===== config.mk =====
export PLATFORM = sky130hd
export DESIGN_NAME = board_input_conditioner
export DESIGN_NICKNAME = d
export VERILOG_FILES = /design/src/rtl/board_input_conditioner.sv
export SDC_FILE = /design/constraint.sdc
export NUM_CORES = 1
export LEC_CHECK = 0
export BUFFER_PORTS_ARGS = -buffer_cell sky130_fd_sc_hd__buf_4
export CAP_MARGIN = 20
export CELL_PAD_IN_SITES_DETAIL_PLACEMENT = 0
export CELL_PAD_IN_SITES_GLOBAL_PLACEMENT = 2
export CORE_MARGIN = 5
export CORE_UTILIZATION = 40
export CTS_BUF_LIST = sky130_fd_sc_hd__clkbuf_16
export DETAILED_ROUTE_END_ITERATION = 6
export PLACE_DENSITY = 0.92
export SETUP_SLACK_MARGIN = 0.5
export SKIP_CTS_REPAIR_TIMING = 1
export SLEW_MARGIN = 20
export SYNTH_ARGS = -nofsm -noshare
export SYNTH_HDL_FRONTEND = slang
export SYNTH_SLANG_ARGS = --single-unit

===== constraint.sdc =====
create_clock -name clock -period 4 [get_ports clock]
set_clock_uncertainty 0.2 [all_clocks]
set_input_delay 0.4 -clock clock [delete_from_list [all_inputs] [get_ports clock]]
set_output_delay 0.4 -clock clock [all_outputs]
set_load 0.05 [all_outputs]

===== src/rtl/board_input_conditioner.sv =====
// Multi-channel synchroniser, counter-based debounce filter and edge-event generator for board inputs.
// Define BOARD_INPUT_GLITCH_COUNT_EN to add the saturating glitch_count output.
module board_input_conditioner #(
  parameter int unsigned          CHANNELS        = 3,
  parameter int unsigned          SYNC_STAGES     = 2,
  parameter int unsigned          DEBOUNCE_CYCLES = 120000,
  parameter logic [CHANNELS-1:0]  INIT_LEVEL      = {CHANNELS{1'b0}}
) (
  input  logic                clock,
  input  logic                reset,
  input  logic [CHANNELS-1:0] raw_in,
  output logic [CHANNELS-1:0] stable_out,
  output logic [CHANNELS-1:0] rise_pulse,
  output logic [CHANNELS-1:0] fall_pulse,
  output logic                any_event
`ifdef BOARD_INPUT_GLITCH_COUNT_EN
  ,
  output logic [15:0]         glitch_count
`endif
);

  localparam int unsigned CNT_W   = $clog2(DEBOUNCE_CYCLES + 1);
  localparam int unsigned GLITCH_W = 16;

  if (DEBOUNCE_CYCLES < 1) begin : g_bad_debounce
    $error("board_input_conditioner: DEBOUNCE_CYCLES must be >= 1");
  end
  if (SYNC_STAGES < 2) begin : g_bad_sync
    $error("board_input_conditioner: SYNC_STAGES must be >= 2");
  end
  if (CHANNELS < 1) begin : g_bad_channels
    $error("board_input_conditioner: CHANNELS must be >= 1");
  end

  logic [CHANNELS-1:0] sync_q [SYNC_STAGES];
  logic [CNT_W-1:0]    cnt_q  [CHANNELS];
  logic [CNT_W-1:0]    cnt_d  [CHANNELS];
  logic [CHANNELS-1:0] sync_c;
  logic [CHANNELS-1:0] stable_d;
  logic [CHANNELS-1:0] rise_d;
  logic [CHANNELS-1:0] fall_d;
  logic [CHANNELS-1:0] glitch_c;
  logic                any_event_d;

  assign sync_c = sync_q[SYNC_STAGES-1];

  // Per-channel debounce state machine; the counter value is the state (0 = idle, >0 = qualifying).
  always_comb begin
    stable_d = stable_out;
    rise_d   = '0;
    fall_d   = '0;
    glitch_c = '0;
    for (int i = 0; i < int'(CHANNELS); i++) begin
      cnt_d[i] = '0;
      if (sync_c[i] != stable_out[i]) begin
        if (cnt_q[i] == CNT_W'(DEBOUNCE_CYCLES - 1)) begin
          stable_d[i] = sync_c[i];
          rise_d[i]   = sync_c[i];
          fall_d[i]   = ~sync_c[i];
        end else begin
          cnt_d[i] = cnt_q[i] + CNT_W'(1);
        end
      end else if (cnt_q[i] != '0) begin
        glitch_c[i] = 1'b1;
      end
    end
    any_event_d = |{rise_d, fall_d};
  end

  // Synchroniser chain, debounce counters and registered outputs.
  always_ff @(posedge clock) begin
    if (reset) begin
      for (int s = 0; s < int'(SYNC_STAGES); s++) sync_q[s] <= INIT_LEVEL;
      for (int i = 0; i < int'(CHANNELS); i++) cnt_q[i] <= '0;
      stable_out <= INIT_LEVEL;
      rise_pulse <= '0;
      fall_pulse <= '0;
      any_event  <= 1'b0;
    end else begin
      sync_q[0] <= raw_in;
      for (int s = 1; s < int'(SYNC_STAGES); s++) sync_q[s] <= sync_q[s-1];
      for (int i = 0; i < int'(CHANNELS); i++) cnt_q[i] <= cnt_d[i];
      stable_out <= stable_d;
      rise_pulse <= rise_d;
      fall_pulse <= fall_d;
      any_event  <= any_event_d;
    end
  end

`ifdef BOARD_INPUT_GLITCH_COUNT_EN
  // Cycles with at least one aborted qualification, saturating.
  always_ff @(posedge clock) begin
    if (reset) begin
      glitch_count <= '0;
    end else if ((|glitch_c) && (glitch_count != {GLITCH_W{1'b1}})) begin
      glitch_count <= glitch_count + GLITCH_W'(1);
    end
  end
`else
  logic unused_glitch;
  assign unused_glitch = |glitch_c;
`endif

endmodule

; Word level (Yosys, flattened, before mapping)
; Memories as Yosys holds them, arrays and structs flattened.
; Cells that the tools add are included.
[totals]
ff_bits = 10
ram_bits = 57
output_inout_bits = 10
word_cells = 55
n_memories = 2
[mem_list]
columns = memory, depth, width, read_ports, rd_clocked_by_memory_dff, wr, line
row1 = cnt_q, 3, 17, 3, 0, 3, 36  ; logic [CNT_W-1:0] cnt_q [CHANNELS];
row2 = sync_q, 2, 3, 2, 0, 2, 35  ; logic [CHANNELS-1:0] sync_q [SYNC_STAGES];
[op_classes]
n_addsub = 3
n_eq_ne = 6
mux = 26
bitwise_logic = 8
reduce_logical = 4
[op_table]
columns = operator, count
row1 = $mux W17, 9
row2 = $add A17 B1 Y17 const B, 3
row3 = $eq A17 B17 Y1 const B, 3
row4 = $mux W1, 15
row5 = $mux W3, 2
row6 = $reduce_and A2 Y1, 3
row7 = $reduce_or A6 Y1, 1
row8 = $or A1 B1 Y1, 5
row9 = $ne A1 B1 Y1, 3
row10 = $not A1 Y1, 3

; Depth between registers and ports, before layout
; Gate-level depths: netlist of the first run.
[depth]
word_depth = 4
ltp_mapped = 7
ltp_nobuf = 5

; Worst setup path before layout of the first run
; OpenSTA, ideal clock, no wires.
[synth_path]
path_kind = reg2reg
from = memory cnt_q[0][0] in the netlist's numbering
to = memory cnt_q[0][5] in the netlist's numbering
setup_ns = 0.115
arrival_time_ns = 1.763
required_time_ns = 3.685
path_slack_ns = 1.923
stages_incl_launch_ff = 7
period_less_slack_ns = 2.077
path_cell_list = dfxtp_1 -> ha_1 -> nand4_1 -> or4_4 -> o21ai_4 -> buf_6 -> nor2_1
[synth_lines]
columns = element, line
row1 = from (decl), 36

==> results of run 1 <==
final timing paths:
check                from           end
max           cnt_q[0][0]   cnt_q[0][3]
min             raw_in[0]  sync_q[0][0]
max reg2reg   cnt_q[0][0]   cnt_q[0][3]
min reg2reg  sync_q[0][0]  sync_q[0][3]
registers in the layout (all words and copies together), names as in the netlist:
signal      count
sync_q          6
any_event       1
cnt_q          51
stable_out      3
rise_pulse      3
fall_pulse      3
per-stage QoR:
step	hold WS (ps)	cells
after global routing	98.04	434
after CTS	92.09	434
after floorplan	210.6	316
final	96.55	434
after detailed placement	227.2	420
after global placement	220.4	420
cells in the final DEF (no fill, tap or decap), types with 2 or more instances in the layout:
cell                         n
sky130_fd_sc_hd__dfxtp_1    67
sky130_fd_sc_hd__nor2_1     57
sky130_fd_sc_hd__xnor2_1    34
sky130_fd_sc_hd__nand3_1    19
sky130_fd_sc_hd__nand2_1    18
sky130_fd_sc_hd__nand4_1    17
sky130_fd_sc_hd__nor3_1     15
sky130_fd_sc_hd__buf_4      14
sky130_fd_sc_hd__nor4_1     13
sky130_fd_sc_hd__xor2_1     10
sky130_fd_sc_hd__inv_1       9
sky130_fd_sc_hd__clkbuf_16   9
sky130_fd_sc_hd__nor2b_1     6
sky130_fd_sc_hd__nand2b_1    5
sky130_fd_sc_hd__a21oi_1     5
sky130_fd_sc_hd__o21ai_0     3
sky130_fd_sc_hd__ha_1        3
sky130_fd_sc_hd__and4_1      2
sky130_fd_sc_hd__and2_1      2
sky130_fd_sc_hd__nor4b_1     2
sky130_fd_sc_hd__and3_1      2
sky130_fd_sc_hd__or4b_1      2
sky130_fd_sc_hd__or3_1       2
sky130_fd_sc_hd__clkinv_2    2
kinds of logic after synthesis:
logic type | Yosys count | share of synthesized area
compound gates | 13 | 0.03078
xor+xnor | 44 | 0.1354
fa+ha+maj | 3 | 0.01319
buf+inv | 14 | 0.02638
flops | 67 | 0.4714
mux | 1 | 0.003518
simple gates | 174 | 0.3193
worst max-delay path: cells and delay by family (launching register included):
kind	cells	cell delay, ps
and+or+nand+nor	3	1040
AOI/OAI and AO/OA	1	400
DFF	1	350
adders and majority gates	1	230
routing by layer:
metal	GRT usage	up-vias	part of all wire
met5	0	-	0
met4	0.04332	0	0.014
met3	0.06056	7	0.053
met2	0.2004	31	0.42
met1	0.1851	982	0.51
li1	-	1125	-
power by group:
part	switching, uW	internal (uW)
clock network	262	468
registers	2.08	672
logic	9.03	6.01
total	273	1150
layout make-up:
cell class | count | area [um2]
Tap cell | 96 | 120.1
Clock inverter | 5 | 47.55
Multi-Input combinational cell | 235 | 1429
Inverter | 8 | 30.03
Sequential cell | 67 | 1341
Timing Repair Buffer | 14 | 105.1
Clock buffer | 9 | 225.2
Fill cell | 694 | 3571
==> reports/summary.log, run 1 <==
[detailed_routing] length of the first detailed-routing pass in iterations 4
[timing] min Tclk post-route 2362 ps
[critical_path] worst-path cell with the longest stage delay sky130_fd_sc_hd__or4_4
[critical_path] WP data required 3990 ps
[worst_hold_path] HP Class in2reg
[pwr] Overall Power 1419 uW
[synth] share of synthesized registers carrying an async set or reset 0
[global_route] largest net degree at the start of global routing 18
[critical_path] crit path DAT 2360 ps
[pwr] largest voltage drop on the vdd net 0.0002145 V
[die] num ports 15
[die] area of the core 6869 um2
[critical_path] capturing element type of the critical path flop
[pwr] PwrDens 430.1 nW/um2
[detailed_routing] mean number of vias per cell 4.942
[outcome] run status completed
[synth] post-synth top area cell sky130_fd_sc_hd__dfxtp_1
[placed_design] placed cell area 3025 um2
[timing] worst-case setup margin in the final layout 1638 ps
[global_route] overall track demand over capacity in global routing 0.1384
[placed_design] Port-buffer cells 14
[synth] top-count cell post-synth sky130_fd_sc_hd__dfxtp_1
[die] initial cell density of the core 0.4142
[synth] main area contributors after synthesis sky130_fd_sc_hd__dfxtp_1 47%, sky130_fd_sc_hd__xnor2_1 10%, sky130_fd_sc_hd__nor2_1 7.5%
[cts] CTS buffer count 9
[cts] number of buffers between clock root and the deepest sink 2
[synth] FF+latch count, synth 67
[global_route] antenna violations before repair 0
[timing] final number of max-transition violations 0
[detailed_routing] DR iter-0 viols 77
[critical_path] register-to-register setup slack 1640 ps
[global_route] grt ovf 0
[detailed_routing] DRC violation count after routing 0
[detailed_routing] post-detailed-route count of antenna-violating nets 0
[die] area enclosed by the die boundary 8900 um2
[placed_design] pre-CTS setup slack 1638 ps
[detailed_routing] wire per inst 12.25 um
[synth] Synth Warn # 0
[synth] number of standard cells after synthesis 316
[timing] transition at the pin with the smallest max-transition slack 671.7 ps
[placed_design] dpl hpwl 3.676 mm
[synth] Yosys cell types 42
[timing] final number of hold-violating endpoints 0
[critical_path] CP max stage delay 650 ps
[critical_path] Worst Path Max Fanout 16
[die] die outline height 94.34 um
[critical_path] cells along the critical path ha_1 -> nand4_1 -> or4_4 -> o21ai_4 -> nor2_1
[timing] unrepaired setup endpoints after global routing no
[timing] final setup violating endpoints 0
[pwr] leakage dissipation 0.0009764 uW
[global_route] vias in the first global route 2043
[final_layout] Final Util 0.4801
[die] overall die width 94.34 um
[cts] CTS root buf sky130_fd_sc_hd__clkbuf_16
[final_layout] total inserted antenna cells 0
[synth] dominant synthesized flop cell sky130_fd_sc_hd__dfxtp_1
[synth] top post-synthesis cells by count 67 x sky130_fd_sc_hd__dfxtp_1, 57 x sky130_fd_sc_hd__nor2_1, 34 x sky130_fd_sc_hd__xnor2_1
[cts] clock tree from TritonCTS done
[run] max-cap check violation count 0
[final_layout] share of cells above drive strength 1 0.1036
[synth] mean cell area of the mapped netlist 9.004 um2
[cts] total clock sinks 67
[final_layout] post-route cell area 3298 um2
[timing] Setup TNS Final 0 ps
[synth] sequential cell area fraction in the yosys report 0.4714
[cts] Clock H-tree levels 3
[detailed_routing] DRT Wirelength 5.317 mm
[synth] net count after synthesis 324
[timing] highest clock frequency the design can meet 423.3 MHz
[timing] Final Cycle Share 0.5906
[synth] top cell type's share of synthesized area 0.4714
[final_layout] number of nets at the end of the flow 343
[critical_path] FF-to-FF path depth 5
[final_layout] growth of design area from synthesis to finish 15.92%
[critical_path] startpoint class of the critical path flop
[synth] Netlist Area Pre-Place 2845 um2
[synth] EDFF count, synth 0
[detailed_routing] total via count in the routed design 2145
[cts] clk slew on worst S/H paths 50 ps
[global_route] first-pass GRT wire length 9.597 mm
[die] Row Count 30
[critical_path] Crit Path Class reg2reg
[worst_hold_path] number of instances on the worst hold path 2
[cts] Worst-Skew Late Latency 330 ps
[timing] Worst slew margin 0.5521
[placed_design] GP Congestion 0.7736
(Power assumes the default switching activity.)
==> inputs of run 2 (changes only) <==
- CORE_UTILIZATION: 40 -> 34
- PLACE_DENSITY: 0.92 -> 0.84
- clock period: 4 -> 2.14 ns (I/O delays scaled with it)
==> run 2 against run 1 <==
Net effect:
- hold slack got worse by 90 ps
- setup slack got worse by 1600 ps
- die area increased by 16%
- core utilization is 1.1 points lower
- first-iteration DRC count fell by 35%
- flip-flop and latch count did not move
- clock power increased by 110%
- non-clock buffer count increased by 29
- final cell count increased by 9.2%
- critical path depth unchanged
- sequential share of layout area down 5.2 points
- largest cell class unchanged
- largest power group unchanged
==> reports/summary.log, run 2 (synthesis results as in run 1) <==
[critical_path] family with the most delay on the worst path simple AND/OR/NAND/NOR gates
[die] Row Count 33
[timing] final setup violating endpoints 0
[critical_path] capturing element type of the critical path flop
[timing] unrepaired setup endpoints after global routing yes
[detailed_routing] DRT Wirelength 6.274 mm
[global_route] grt met2 use 0.1856
[detailed_routing] DRC violation count after routing 0
[final_layout] number of inserted filler cells in the final layout 800
[pwr] sequential share of power 0.445
[final_layout] Largest register FFs 51
[final_layout] leading cell type in the layout, fill and taps excluded sky130_fd_sc_hd__dfxtp_1
[critical_path] worst-path cell with the longest stage delay sky130_fd_sc_hd__or4b_4
[global_route] Global Route met1 Usage 0.1693
[timing] final number of hold-violating endpoints 0
[global_route] first-pass GRT wire length 10.23 mm
[final_layout] number of nets at the end of the flow 372
[global_route] vias in the first global route 2186
[critical_path] WP buf/inv 1
[final_layout] total inserted antenna cells 0
[placed_design] GP Congestion 0.7114
[critical_path] crit path DAT 2070 ps
[critical_path] Crit Path Class reg2reg
[pwr] clock power share 0.538
[timing] highest clock frequency the design can meet 486.4 MHz
[die] initial cell density of the core 0.3480
[cts] number of buffers between clock root and the deepest sink 2
[timing] worst-case setup margin in the final layout 84.13 ps
[critical_path] cells along the critical path or4b_4 -> or4_4 -> o21ai_4 -> buf_6 -> nor2_1
[pwr] switching part of the total power 0.1928
[final_layout] commonest non-fill, non-tap cells in the layout 54 x sky130_fd_sc_hd__dfxtp_1, 41 x sky130_fd_sc_hd__nor2_1, 35 x sky130_fd_sc_hd__buf_4, 34 x sky130_fd_sc_hd__xnor2_1, 19 x sky130_fd_sc_hd__nand3_1
[die] num ports 15
[die] die outline height 101.5 um
[critical_path] startpoint class of the critical path flop
[detailed_routing] post-detailed-route count of antenna-violating nets 0
[timing] Worst slew margin 0.7215
[critical_path] WP data required 2160 ps
[final_layout] growth of design area from synthesis to finish 34.83%
[critical_path] Worst Path Max Fanout 6
[detailed_routing] length of the first detailed-routing pass in iterations 4
[pwr] internal power 2283 uW
[global_route] busiest layer in global routing met2
[timing] transition at the pin with the smallest max-transition slack 416.8 ps
[cts] Worst-Skew Late Latency 320 ps
[global_route] antenna violations before repair 0
[die] area enclosed by the die boundary 10300 um2
[cts] Clock H-tree levels 3
[cts] clk slew on worst S/H paths 60 ps
[final_layout] Regs by FF count cnt_q x51, sync_q x6
[detailed_routing] mean number of vias per cell 4.871
[global_route] grt ovf 0
[timing] Setup TNS Final 0 ps
[placed_design] Port-buffer cells 14
[pwr] net switching power of the design 545.4 uW
[final_layout] share of cells above drive strength 1 0.3035
[timing] final number of max-transition violations 0
[worst_hold_path] HP Class in2reg
[global_route] largest net degree at the start of global routing 18
[pwr] Overall Power 2828 uW
[timing] min Tclk post-route 2056 ps
[outcome] run status completed
[global_route] overall track demand over capacity in global routing 0.1264
[detailed_routing] total via count in the routed design 2309
[run] max-cap check violation count 0
[die] overall die width 101.5 um
[pwr] PwrDens 737.3 nW/um2
[placed_design] pre-CTS setup slack 135.5 ps
[die] area of the core 8175 um2
[cts] clock tree from TritonCTS done
[detailed_routing] DR iter-0 viols 50
[pwr] largest voltage drop on the vdd net 0.0003412 V
[critical_path] CP max stage delay 540 ps
[global_route] met3 capacity usage during global routing 0.04201
[pwr] Combinational Power Share 0.017
[timing] Final Cycle Share 0.9607
[detailed_routing] wire per inst 13.24 um
[cts] CTS buffer count 9
[pwr] leakage dissipation 0.001207 uW
[final_layout] largest register by flop count cnt_q
[cts] CTS root buf sky130_fd_sc_hd__clkbuf_16
[cts] total clock sinks 67
[placed_design] dpl hpwl 4.100 mm
run 2: cell types whose count changed in the layout (fill, tap and decap cells not counted), moves of 4 or more:
| cell | change |
|---|---|
| sky130_fd_sc_hd__nor2_2 | +14 |
| sky130_fd_sc_hd__dfxtp_2 | +12 |
| sky130_fd_sc_hd__nor3_2 | +4 |
| sky130_fd_sc_hd__buf_4 | +21 |
| sky130_fd_sc_hd__nor3_1 | -5 |
| sky130_fd_sc_hd__nor4_1 | -4 |
| sky130_fd_sc_hd__nor2_1 | -16 |
| sky130_fd_sc_hd__dfxtp_1 | -13 |
run 2: metal layers:
layer,vias to the layer above,wire length (um)
li1,1189,-
met5,-,0
met2,22,2880
met4,0,97
met3,7,203
met1,1091,3092
run 2: power by group through the flow:
stage	combinational [uW]	clock (uW)	sequential, uW
finish	47.1	1520	1260
global route	51.7	1640	1260
CTS	33.7	1560	1260
detailed placement	33.6	0	1290
global placement	32.9	0	1290
floorplan	21.6	0	1280
run 2: path summary, 6_finish.rpt:
check / from / to / slack, ps / cells after the start
worst max register to register: cnt_q[0][8] / cnt_q[0][11] / 80 / 5
worst max-delay path: cnt_q[0][8] / cnt_q[0][11] / 80 / 5
worst min register to register: cnt_q[0][0] / cnt_q[0][0] / 230 / 1
worst min-delay path: reset / stable_out[1] / 7 / 2
run 2: per-stage QoR:
stage                     cells  hold slack [ps]  utilization  area (um2)
after global placement      445            217.3       0.3944        3224
after detailed placement    445            226.0       0.3944        3224
after CTS                   461           -107.9       0.4322        3533
after floorplan             316            85.61            -        2908
after global routing        474            16.36       0.4692        3836
final                       474            6.691       0.4692        3836
run 2: cell type report:
| type | instances | area [um2] | share of cell area |
|---|---|---|---|
| clock buffers | 9 | 225.2 | 0.05871 |
| clock inverters | 7 | 83.83 | 0.02185 |
| inverters | 8 | 30.03 | 0.007828 |
| multi-input cells | 235 | 1625 | 0.4237 |
| flip-flops and latches | 67 | 1360 | 0.3545 |
| well taps | 105 | 131.4 | 0.03425 |
| repair buffers | 43 | 380.4 | 0.09915 |
